--- config.mk ---
export PLATFORM = sky130hd
export DESIGN_NAME = credit_link_tx
export DESIGN_NICKNAME = d
export VERILOG_FILES = /design/src/rtl/credit_link_tx.sv
export SDC_FILE = /design/constraint.sdc
export NUM_CORES = 1
export LEC_CHECK = 0
export BUFFER_PORTS_ARGS = -buffer_cell sky130_fd_sc_hd__buf_2
export CORE_MARGIN = 1
export CORE_UTILIZATION = 28
export CTS_CLUSTER_DIAMETER = 40
export DETAILED_ROUTE_END_ITERATION = 6
export GPL_TIMING_DRIVEN = 0
export PLACE_DENSITY_LB_ADDON = 0.3
export SETUP_SLACK_MARGIN = 0.02
export SLEW_MARGIN = 20
export SYNTH_ARGS = -nofsm -noshare
export SYNTH_HDL_FRONTEND = slang
export SYNTH_SLANG_ARGS = --single-unit
--- constraint.sdc ---
create_clock -name clk_i -period 6.24 [get_ports clk_i]
set_input_delay 1.248 -clock clk_i [delete_from_list [all_inputs] [get_ports clk_i]]
set_output_delay 1.248 -clock clk_i [all_outputs]
set_load 0.03 [all_outputs]
--- src/rtl/credit_link_tx.sv ---
// Credit-based flit transmitter: buffers crossbar flits and forwards them on
// the link only while the downstream receive FIFO has free space.
`ifndef DW
`define DW 32
`endif
`ifndef HEAD
`define HEAD 2'b10
`endif
`ifndef TAIL
`define TAIL 2'b01
`endif

module credit_link_tx #(
    parameter int DW         = `DW,
    parameter int CREDIT_MAX = 4,
    parameter int CREDIT_W   = 3,
    parameter int FIFO_DEPTH = 4,
    parameter int FIFO_LOG   = 2
) (
    input  logic                clk_i,
    input  logic                rst_i,
    input  logic                valid_i,
    input  logic [DW-1:0]       data_i,
    output logic                ready_o,
    output logic                valid_o,
    output logic [DW-1:0]       data_o,
    input  logic                credit_upd_i,
    output logic [CREDIT_W-1:0] credit_o,
    output logic                in_pkt_o,
    output logic [15:0]         pkt_cnt_o,
    output logic                err_o
);

    typedef enum logic {
        IDLE,
        BUSY
    } state_t;

    localparam logic [CREDIT_W-1:0] CMAX     = CREDIT_W'(CREDIT_MAX);
    localparam logic [FIFO_LOG:0]   FULL_CNT = (FIFO_LOG + 1)'(FIFO_DEPTH);

    logic [DW-1:0]       mem [FIFO_DEPTH];
    logic [FIFO_LOG-1:0] wr_ptr;
    logic [FIFO_LOG-1:0] rd_ptr;
    logic [FIFO_LOG:0]   count;
    logic [CREDIT_W-1:0] credit;
    state_t              state;

    logic          fifo_full;
    logic          fifo_empty;
    logic          wr_en;
    logic          send;
    logic [DW-1:0] head;
    logic [1:0]    head_ty;
    logic          is_head;
    logic          is_tail;

    assign fifo_full  = (count == FULL_CNT);
    assign fifo_empty = (count == '0);
    assign ready_o    = ~fifo_full;
    assign wr_en      = valid_i & ~fifo_full;
    assign send       = ~fifo_empty & (credit != '0);

    assign head    = mem[rd_ptr];
    assign head_ty = head[DW-1:DW-2];
    assign is_head = (head_ty == `HEAD);
    assign is_tail = (head_ty == `TAIL);

    assign credit_o = credit;
    assign in_pkt_o = (state == BUSY);

    always_ff @(posedge clk_i) begin
        if (wr_en) begin
            mem[wr_ptr] <= data_i;
        end
    end

    always_ff @(posedge clk_i or posedge rst_i) begin
        if (rst_i) begin
            wr_ptr <= '0;
            rd_ptr <= '0;
            count  <= '0;
        end else begin
            if (wr_en) begin
                wr_ptr <= wr_ptr + 1'b1;
            end
            if (send) begin
                rd_ptr <= rd_ptr + 1'b1;
            end
            unique case ({wr_en, send})
                2'b10:   count <= count + 1'b1;
                2'b01:   count <= count - 1'b1;
                default: count <= count;
            endcase
        end
    end

    always_ff @(posedge clk_i or posedge rst_i) begin
        if (rst_i) begin
            valid_o <= 1'b0;
            data_o  <= '0;
        end else begin
            valid_o <= send;
            if (send) begin
                data_o <= head;
            end
        end
    end

    // Framing follows the sent flit type even when it flags an error.
    always_ff @(posedge clk_i or posedge rst_i) begin
        if (rst_i) begin
            credit    <= CMAX;
            state     <= IDLE;
            pkt_cnt_o <= '0;
            err_o     <= 1'b0;
        end else begin
            if (send && !credit_upd_i) begin
                credit <= credit - 1'b1;
            end else if (!send && credit_upd_i) begin
                if (credit == CMAX) begin
                    err_o <= 1'b1;
                end else begin
                    credit <= credit + 1'b1;
                end
            end
            if (send) begin
                unique case (1'b1)
                    is_head: begin
                        if (state == BUSY) begin
                            err_o <= 1'b1;
                        end
                        state <= BUSY;
                    end
                    is_tail: begin
                        if (state == IDLE) begin
                            err_o <= 1'b1;
                        end
                        state     <= IDLE;
                        pkt_cnt_o <= pkt_cnt_o + 16'd1;
                    end
                    default: begin
                        if (state == IDLE) begin
                            err_o <= 1'b1;
                        end
                    end
                endcase
            end
        end
    end

endmodule
Word level (Yosys, flattened, before mapping)
Memories as Yosys holds them, arrays and structs flattened.
Index checks and enable logic that the tools add are counted.
- flip-flop bits (word level): 61
- memory bits (writable): 128
- word-level logic and storage cells: 54
- output and inout bits: 55
- memories kept: 1
- memory list (memory ; words ; width ; read ports ; clocked after Yosys merged registers in ; write ports ; RTL line ; RTL):
    mem ; 4 ; 32 ; 1 ; 0 ; 1 ; 42 ; logic [DW-1:0] mem [FIFO_DEPTH];
- add/sub/neg operators: 7
- bitwise gates (word level): 4
- equal/unequal tests: 7
- multiplexer cells: 14
- reduce and logical (&&, ||, !) cells: 12
- operators with widths (operator ; count):
    16-bit by 1-bit adder with 16-bit output (second input constant) ; 1
    1-bit 2-to-1 mux ; 9
    3-bit 2-to-1 mux ; 3
    3-bit by 1-bit adder with 3-bit output (second input constant) ; 2
    3-bit == test (second input constant) ; 2
    3-bit one-hot mux with 2 select lines ; 1
    2-bit AND reduction ; 3
    2-bit nonzero test ; 3
    3-bit by 1-bit subtractor with 3-bit output (second input constant) ; 2
    2-bit by 1-bit adder with 2-bit output (second input constant) ; 2
    2-bit by 1-bit == test with 1-bit output (second input constant) ; 2
    2-bit == test (second input constant) ; 2
    3-bit zero test ; 1
    3-bit nonzero test ; 1
    1-bit AND ; 2
    1-bit logical AND ; 2
    1-bit zero test ; 2
    2-bit != test (second input constant) ; 1
    1-bit NOT ; 2
    1-bit one-hot mux with 2 select lines ; 1

Longest topological paths before layout
Gate-level depths: netlist (run 1).
- depth in word-level cells: 10
- mapped depth: 11
- mapped depth without buffers: 9

Least setup slack after synthesis (run 1)
No wires, ideal clock.
- path kind: reg2reg
- from: reg credit[2], in the netlist credit_o[2]
- to: reg credit[2], in the netlist credit_o[2]
- library setup time: 0.075 ns
- cell stages (with the launch flop): 12
- clock period less this slack: 2.469 ns
- buffers on the path: 2
- data required time: 6.165 ns
- arrival: 2.394 ns
- path slack: 3.771 ns
- cells stage by stage: dfstp_2 -> nor3_2 -> or2_1 -> buf_4 -> inv_4 -> buf_2 -> ha_1 -> inv_1 -> fa_1 -> xor2_1 -> nor2_1 -> xor2_1
- word-level cells in the longest chain between the ends: 6
- elaborated cells on any way between the ends: 14
- those cells by class: 2 x add/sub; 2 x eq/ne; 3 x mux; 1 x bitwise; 6 x reduce/logical
- ends and longest elaborated chain (what ; RTL line ; RTL):
    from (decl) ; 46 ; logic [CREDIT_W-1:0] credit;
    from (signal assigned) ; 119 ; credit <= credit - 1'b1;
    from (signal assigned) ; 124 ; credit <= credit + 1'b1;
    3-bit nonzero test * ; 62 ; assign send = ~fifo_empty & (credit != '0);
    1-bit AND * ; 62 ;
    via send ; 52 ; logic send;
    1-bit zero test ; 120 ; end else if (!send && credit_upd_i) begin
    1-bit logical AND ; 120 ;
    2-bit nonzero test (no source line) ; -- ;
    2-bit AND reduction (no source line) ; -- ;
Mark *: on every way through the listed nets, which the timed path passes. The rest lies on a longest branch. The select of a mux whose other input is x is not followed.
A chain may end at the register's enable or synchronous reset.

Worst setup path after layout (run 1)
Ends and elaborated chain as after synthesis.

==> results of run 1 <==
## power by group through the flow
stage                     logic, mW  registers (mW)  clock network (mW)
final                          1.70            1.85                1.10
after global routing           1.89            1.88                1.18
after CTS                      1.75            1.85                1.14
after detailed placement       1.75            1.88                   0
after global placement         1.67            1.87                   0
after floorplan               0.934            2.13                   0
## Yosys cell counts, types with 2 or more instances
cell        n
xnor2_1    15
nand2_1   100
buf_2      10
dfrtp_1    60
nor2_1      3
clkbuf_1    3
nor3_2      2
fa_1        2
o21ai_0     6
xor2_1      9
inv_1      13
nand3_1     7
nor3_1      3
nand4_1     4
edfxtp_1  128
ha_1       10
buf_4       3
and3_1      5
mux4_2     32
## path summary, 6_finish.rpt
check                            start       endpoint  slack (ns)  depth (start not counted)
max                        credit_o[2]    credit_o[2]        3.48                         11
min                          data_o[8]      data_o[8]        0.47                          2
max reg2reg                credit_o[2]    credit_o[2]        3.48                         11
min reg2reg                  data_o[8]      data_o[8]        0.47                          2
max in group asynchronous        rst_i      rd_ptr[1]        4.95                          3
min in group asynchronous        rst_i  pkt_cnt_o[14]        0.77                          2
## cells in the final DEF (no fill, tap or decap), drive strengths merged, types with 3 or more instances in the layout
master | netlist | routed
edfxtp | 128 | 128
buf | 13 | 108
nand2 | 101 | 101
dfrtp | 60 | 60
mux4 | 32 | 32
clkbuf | 3 | 23
inv | 14 | 18
xnor2 | 15 | 15
ha | 10 | 10
xor2 | 9 | 9
nand3 | 7 | 7
o21ai | 6 | 6
and3 | 5 | 5
nor3 | 5 | 5
nand4 | 4 | 4
clkinv | 0 | 4
nor2 | 3 | 3
bufinv | 0 | 3
## per-layer routing
| layer | share of wire | wire [um] |
|---|---|---|
| met5 | 0.00087 | 13 |
| met4 | 0.014 | 213 |
| met3 | 0.047 | 702 |
| met2 | 0.50 | 7450 |
| met1 | 0.44 | 6600 |
## worst register-to-register path, delay by kind of cell (launching register included)
family | cells | cell delay, ns
buf+inv | 4 | 0.67
xor+xnor | 2 | 0.32
fa+ha+maj | 2 | 0.68
flops | 1 | 0.57
simple gates | 3 | 0.45
## cell type report
cell class | count | area (um2) | share of cell area
flip-flops and latches | 189 | 5370 | 0.607
inverters | 14 | 57.6 | 0.00651
multi-input cells | 210 | 1760 | 0.199
clock buffers | 20 | 437 | 0.0494
repair buffers | 95 | 558 | 0.0631
clock inverters | 12 | 159 | 0.0180
plain buffers | 16 | 83.8 | 0.00948
well taps | 330 | 413 | 0.0467
## sequential cells by signal, indices dropped and copies added (netlist names)
name       cells
err_o          1
credit_o       3
valid_o        1
mem          128
wr_ptr         2
in_pkt_o       1
pkt_cnt_o     16
data_o        32
rd_ptr         2
count          3
## kinds of logic (layout without fill, tap and decap cells)
family / after synthesis / after routing / synth area share
AOI/OAI and AO/OA: 8 / 8 / 0.00585
and+or+nand+nor: 131 / 131 / 0.0802
adders and majority gates: 12 / 12 / 0.0227
muxes: 35 / 35 / 0.104
buffers and inverters: 30 / 157 / 0.0191
xor gates and xnor gates: 24 / 24 / 0.0289
DFF: 189 / 189 / 0.739
## metrics by stage
step,power (mW),setup WS (ns)
after floorplan,3.06,3.48
after global placement,3.53,2.52
after detailed placement,3.62,3.51
after CTS,4.74,3.49
after global routing,4.95,3.35
final,4.65,3.48
==> key figures, run 1 <==
Worst hold path
  • Worst Hold Class: flop to flop

Floorplan
  • Die X: 163 um
  • # IOs: 91
  • DIE HEIGHT: 163 um
  • Die area: 26600 um2
  • # rows: 58
  • Core Footprint: 25300 um2
  • Effective utilization at floorplan: 0.287

Critical path
  • Critical path's top delay family: buffers and inverters
  • Delay of the slowest critical-path stage: 0.57 ns
  • Kind of end point of the critical path: flop
  • WS Path Type: flop to flop
  • CP Launch Type: flop
  • CP required: 6.59 ns
  • Most used cell, CP: xor2_1
  • CP cell instances: nor3_2 -> or2_1 -> buf_4 -> inv_4 -> buf_2 -> ha_1 -> inv_1 -> fa_1 -> xor2_1 -> nor2_1 -> xor2_1
  • Crit path buffers/inverters: 4
  • CP max-delay cell: dfstp_2
  • WP data arrival: 3.11 ns
  • Crit-path max FO: 12

STA
  • Setup_tns: 0 ns
  • Worst hold margin: 0.475 ns
  • FMAX: 362 MHz
  • Max-slew violation count: 0
  • Final Hold Vio Count: 0
  • Slew headroom: 0.545
  • Period utilization: 0.443
  • Final setup vio count: 0
  • Worst slew pin tran: 0.683 ns
  • Unrepaired setup endpoints after global routing: no
  • Min Tclk post-route: 2.76 ns
  • Layout Skew: 0.00993 ns

Placement
  • DPL Wire Length: 9.99 mm
  • Placed Instances: 854
  • DP Area: 8250 um2
  • Port Buffers: 90
  • RD Place Congestion: 0.745

Clocking
  • Max clock buf depth: 2
  • H-tree depth: 4
  • TritonCTS Buffers: 17
  • Reg clk slew, reported paths: 0.07 ns
  • CTS tree: done
  • Clk sinks: 189
  • Clk_lat worst skew: 0.43 ns
  • Hold_buf cts: 0
  • Post-CTS setup buffers: 0
  • Post_cts resized: 0
  • Root buf cell: clkbuf_16

Drt
  • 1st-iter DRT viols: 227
  • WL/cell: 16.9 um
  • Post-route DRC: 0
  • Via density: 4.37
  • Detailed Route WL: 15.0 mm
  • Drt pass-1 iters: 4
  • Post-route antenna net violation count: 0
  • Via Count: 3870

Power
  • Psw: 1.68 mW
  • Power share of the clock group: 0.237
  • Leak Pwr: 3.50 nW
  • Seq pwr share: 0.397
  • Sw Share: 0.361
  • Combinational power share: 0.366
  • Pwr dens: 526 nW/um2
  • Int Power: 2.97 mW
  • Peak supply drop: 0.000260 V

Synth
  • Post-synth EDFFs: 128
  • Synth Flop Type: edfxtp_1
  • Seq/Total Area, Yosys: 0.739
  • Area leader, netlist: edfxtp_1
  • Syn nets: 477
  • Ranking of synthesized cells by area: edfxtp_1, dfrtp_1, mux4_2
  • Share of the synthesized area in the top cell type: 0.529
  • Syn Std Cell Area: 7270 um2
  • Syn_area_per_cell: 16.9 um2
  • Post-Synthesis Cells: 429
  • Post-synthesis register bit count: 189
  • FFs w/ async S/R, synth: 0.323
  • Number of library cell types mapped by synthesis: 33
  • Syn. warnings: 0

Run status
  • Status: finished, final reports clean

Global route
  • Busiest grt layer: met2
  • Met3 Resource Use GR: 0.0338
  • Met2 usage: 0.198
  • First-pass GRT wire length: 23.1 mm
  • Largest net degree at the start of global routing: 44
  • Gr usage total: 0.120
  • GRT met1 Usage: 0.148
  • Antenna violations before repair: 1
  • Vias in the first global route: 4061
  • Total gr overflow: 0

Cells and area
  • Layout cell share with drive strength beyond 1: 0.329
  • Post-route insts no fill: 886
  • P&R area growth vs syn: 21.7%
  • Finished Cell Area: 8840 um2
  • Fill cell count: 2453
  • Final nets: 591
  • N_diodes: 0
  • Finished Core Util: 0.349

Flow run
  • Max-cap violation count: 0
Power figures use the tool's default switching activity.
==> run 2, diff against run 1 <==
Settings changed: ABC_AREA set to 1.
Clock period 6.24 ns to 2.85 ns, I/O delays scaled along.
==> run 2 against run 1 <==
  * Flip-flop and latch count stayed put
  * Non-clock buffer count is 12 higher
  * Sequential share of layout area is 3.2 points lower
  * First-iteration DRC count is 34% higher
  * Clock power is 120% higher
  * Maximum frequency is 22% higher
  * Synthesized cell count is 51% higher
  * Routed wire length is 16% higher
  * Critical path depth stayed put
  * Cell count is 26% higher
  * Critical path type unchanged
==> key figures, run 2 <==
Run status
  • Status: finished, final reports clean (unchanged)

Cells and area
  • Layout cell share with drive strength beyond 1: 0.227 (was 0.329)
  • Biggest regs: mem: 128 flops, data_o: 32 flops, pkt_cnt_o: 16 flops (unchanged)
  • Final nets: 808 (was 591)
  • Finished Core Util: 0.346 (was 0.349)
  • Most frequent cells in the layout: nor2_1, edfxtp_1, buf_2 (was edfxtp_1, nand2_1, buf_2)
  • Top reg by flops: mem (unchanged)
  • Multi-input logic area: 1990 um2 (was 1760 um2)
  • FF+latch area: 5370 um2 (unchanged)
  • Most common cell after layout, fill and taps aside: nor2_1 (was edfxtp_1)
  • Fill cell count: 2659 (was 2453)
  • Max reg flops: 128 (unchanged)
  • P&R area growth vs syn: 21.3% (was 21.7%)

Clocking
  • Hold_buf cts: 0 (unchanged)
  • TritonCTS Buffers: 17 (unchanged)
  • Post_cts resized: 0 (unchanged)
  • CTS tree: done (unchanged)
  • H-tree depth: 4 (unchanged)
  • Post-CTS setup buffers: 0 (unchanged)
  • Root buf cell: clkbuf_16 (unchanged)
  • Max clock buf depth: 2 (unchanged)
  • Clk sinks: 189 (unchanged)
  • Reg clk slew, reported paths: 0.07 ns (about the same)
  • Clk_lat worst skew: 0.43 ns (about the same)

Global route
  • Largest net degree at the start of global routing: 41 (was 44)
  • Met3 Resource Use GR: 0.0319 (was 0.0338)
  • Met2 usage: 0.222 (was 0.198)
  • Vias in the first global route: 4956 (was 4061)
  • Total gr overflow: 0 (unchanged)
  • First-pass GRT wire length: 27.5 mm (was 23.1 mm)
  • Gr usage total: 0.131 (was 0.120)
  • GRT met1 Usage: 0.163 (was 0.148)
  • Busiest grt layer: met2 (unchanged)
  • Antenna violations before repair: 1 (unchanged)

STA
  • Unrepaired setup endpoints after global routing: no (unchanged)
  • Layout Skew: 0.0139 ns (was 0.00993 ns)
  • Final setup vio count: 0 (unchanged)
  • Min Tclk post-route: 2.26 ns (was 2.76 ns)
  • Final Hold Vio Count: 0 (unchanged)
  • Worst Slack Setup Final: 0.591 ns (was 3.48 ns)
  • Worst hold margin: 0.106 ns (was 0.475 ns)
  • Slew headroom: 0.473 (was 0.545)
  • Worst slew pin tran: 0.789 ns (was 0.683 ns)
  • FMAX: 443 MHz (was 362 MHz)
  • Period utilization: 0.793 (was 0.443)
  • Max-slew violation count: 0 (unchanged)

Worst hold path
  • Worst Hold Class: input pin to async pin (was flop to flop)

Placement
  • DPL Wire Length: 11.6 mm (was 9.99 mm)
  • Port Buffers: 90 (unchanged)
  • RD Place Congestion: 0.782 (was 0.745)
  • Pre-CTS WS: 0.565 ns (was 3.51 ns)

Synth
  • Share of the synthesized area in the top cell type: 0.500 (was 0.529)
  • Seq/Total Area, Yosys: 0.698 (was 0.739)
  • Syn Std Cell Area: 7690 um2 (was 7270 um2)
  • Post-synthesis register bit count: 189 (unchanged)
  • Number of library cell types mapped by synthesis: 32 (was 33)
  • Top-count cell post-synth: nor2_1 (was edfxtp_1)
  • List of most frequent post-synthesis cells: nor2_1, edfxtp_1, o21ai_0, dfrtp_1, nand2_1 (was edfxtp_1, nand2_1, dfrtp_1, mux4_2, xnor2_1)
  • Syn nets: 694 (was 477)
  • Syn. warnings: 0 (unchanged)
  • Ranking of synthesized cells by area: edfxtp_1, dfrtp_1, nor2_1 (was edfxtp_1, dfrtp_1, mux4_2)
  • Area leader, netlist: edfxtp_1 (unchanged)
  • Synth Flop Type: edfxtp_1 (unchanged)
  • Post-Synthesis Cells: 646 (was 429)
  • Syn_area_per_cell: 11.9 um2 (was 16.9 um2)
  • Post-synth EDFFs: 128 (unchanged)
  • FFs w/ async S/R, synth: 0.323 (unchanged)

Flow run
  • Max-cap violation count: 0 (unchanged)

Critical path
  • Reg2reg start: credit_o[2] (unchanged)
  • Crit-path max FO: 12 (unchanged)
  • Crit path buffers/inverters: 4 (unchanged)
  • Crit path depth: 11 (unchanged)
  • WP data arrival: 2.61 ns (was 3.11 ns)
  • WS Path Type: flop to flop (unchanged)
  • CP required: 3.20 ns (was 6.59 ns)
  • Kind of end point of the critical path: flop (unchanged)
  • Critical path's top delay family: adder cells (was buffers and inverters)
  • Delay of the slowest critical-path stage: 0.57 ns (about the same)
  • CP cell instances: inv_2 -> nand2_4 -> nand2_8 -> inv_6 -> buf_6 -> ha_1 -> inv_1 -> fa_1 -> xnor2_1 -> nand2_1 -> xor2_1 (was nor3_2 -> or2_1 -> buf_4 -> inv_4 -> buf_2 -> ha_1 -> inv_1 -> fa_1 -> xor2_1 -> nor2_1 -> xor2_1)
  • R2r setup slk: 0.59 ns (was 3.48 ns)
  • CP Launch Type: flop (unchanged)
  • R2R depth: 11 (unchanged)
  • CP max-delay cell: dfstp_2 (unchanged)
  • Reg-to-Reg End: credit_o[2] (unchanged)
  • Critical path endpoint: credit_o[2] (unchanged)
  • CP startpoint: credit_o[2] (unchanged)

Floorplan
  • Core Footprint: 27000 um2 (was 25300 um2)
  • Die area: 28100 um2 (was 26600 um2)
  • DIE HEIGHT: 168 um (was 163 um)
  • # rows: 60 (was 58)
  • # IOs: 91 (unchanged)
  • Effective utilization at floorplan: 0.285 (was 0.287)
  • Die X: 168 um (was 163 um)

Drt
  • Drt pass-1 iters: 4 (unchanged)
  • WL/cell: 15.6 um (was 16.9 um)
  • 1st-iter DRT viols: 305 (was 227)
  • Post-route antenna net violation count: 0 (unchanged)
  • Via density: 4.37 (about the same)
  • Detailed Route WL: 17.4 mm (was 15.0 mm)
  • Via Count: 4870 (was 3870)
  • Post-route DRC: 0 (unchanged)

Power
  • Peak supply drop: 0.000523 V (was 0.000260 V)
  • Pwr Total: 10.7 mW (was 4.65 mW)
  • Leak Pwr: 3.64 nW (was 3.50 nW)
  • Pwr dens: 1150 nW/um2 (was 526 nW/um2)
==> run 2: cells by family (layout without fill, tap and decap cells) <==
family	count (synthesis)	in the layout	synth area share
flip-flops	189	189	0.698
other	0	1	0
adder cells (fa/ha/maj)	12	12	0.0215
buffers and inverters	72	198	0.0462
XOR/XNOR	15	15	0.0181
AO/OA/AOI/OAI	106	106	0.0758
AND/OR/NAND/NOR	252	252	0.140
==> run 2: worst min path at each step <==
stage	start	slack (ns)	to
final	rst_i	0.11	pkt_cnt_o[4]
after global routing	rst_i	0.12	data_o[27]
after floorplan	count[0]	0.47	count[0]
after detailed placement	count[0]	0.49	count[0]
after CTS	rst_i	0.10	data_o[27]
after global placement	pkt_cnt_o[14]	0.48	pkt_cnt_o[14]
==> run 2: area by class of cell <==
class | instances | area share
Antenna cell | 1 | 0.000268
Clock inverter | 14 | 0.0186
Sequential cell | 189 | 0.576
Tap cell | 341 | 0.0457
Multi-Input combinational cell | 385 | 0.214
Inverter | 44 | 0.0188
Clock buffer | 17 | 0.0456
Buffer | 28 | 0.0196
Timing Repair Buffer | 95 | 0.0622
==> run 2: metrics by stage <==
stage               instance area [um2]  TNS [ns]  instances
finish                             9330         0       1114
global route                       9330         0       1113
CTS                                9330         0       1113
detailed placement                 8730         0       1082
global placement                   8570   -160.25       1077
floorplan                          7690         0        646
==> run 2: where the power goes <==
group | leakage [nW] | internal, mW | switching, mW
registers | 1.90 | 3.73 | 0.305
clock network | 0.280 | 1.25 | 1.13
logic | 1.46 | 1.38 | 2.94
total | 3.64 | 6.36 | 4.38
==> run 2: worst reg2reg max path, stage by stage, from the launching register on <==
cell,delay [ns]
dfstp_2,0.57
inv_2,0.06
nand2_4,0.11
nand2_8,0.09
inv_6,0.11
buf_6,0.18
ha_1,0.20
inv_1,0.08
fa_1,0.38
xnor2_1,0.15
nand2_1,0.10
xor2_1,0.15
==> run 2: routing by layer <==
layer,up-vias,share of wire
met4,0,0.0068
met5,-,0
met3,9,0.040
met1,2346,0.46
li1,2425,-
met2,90,0.50
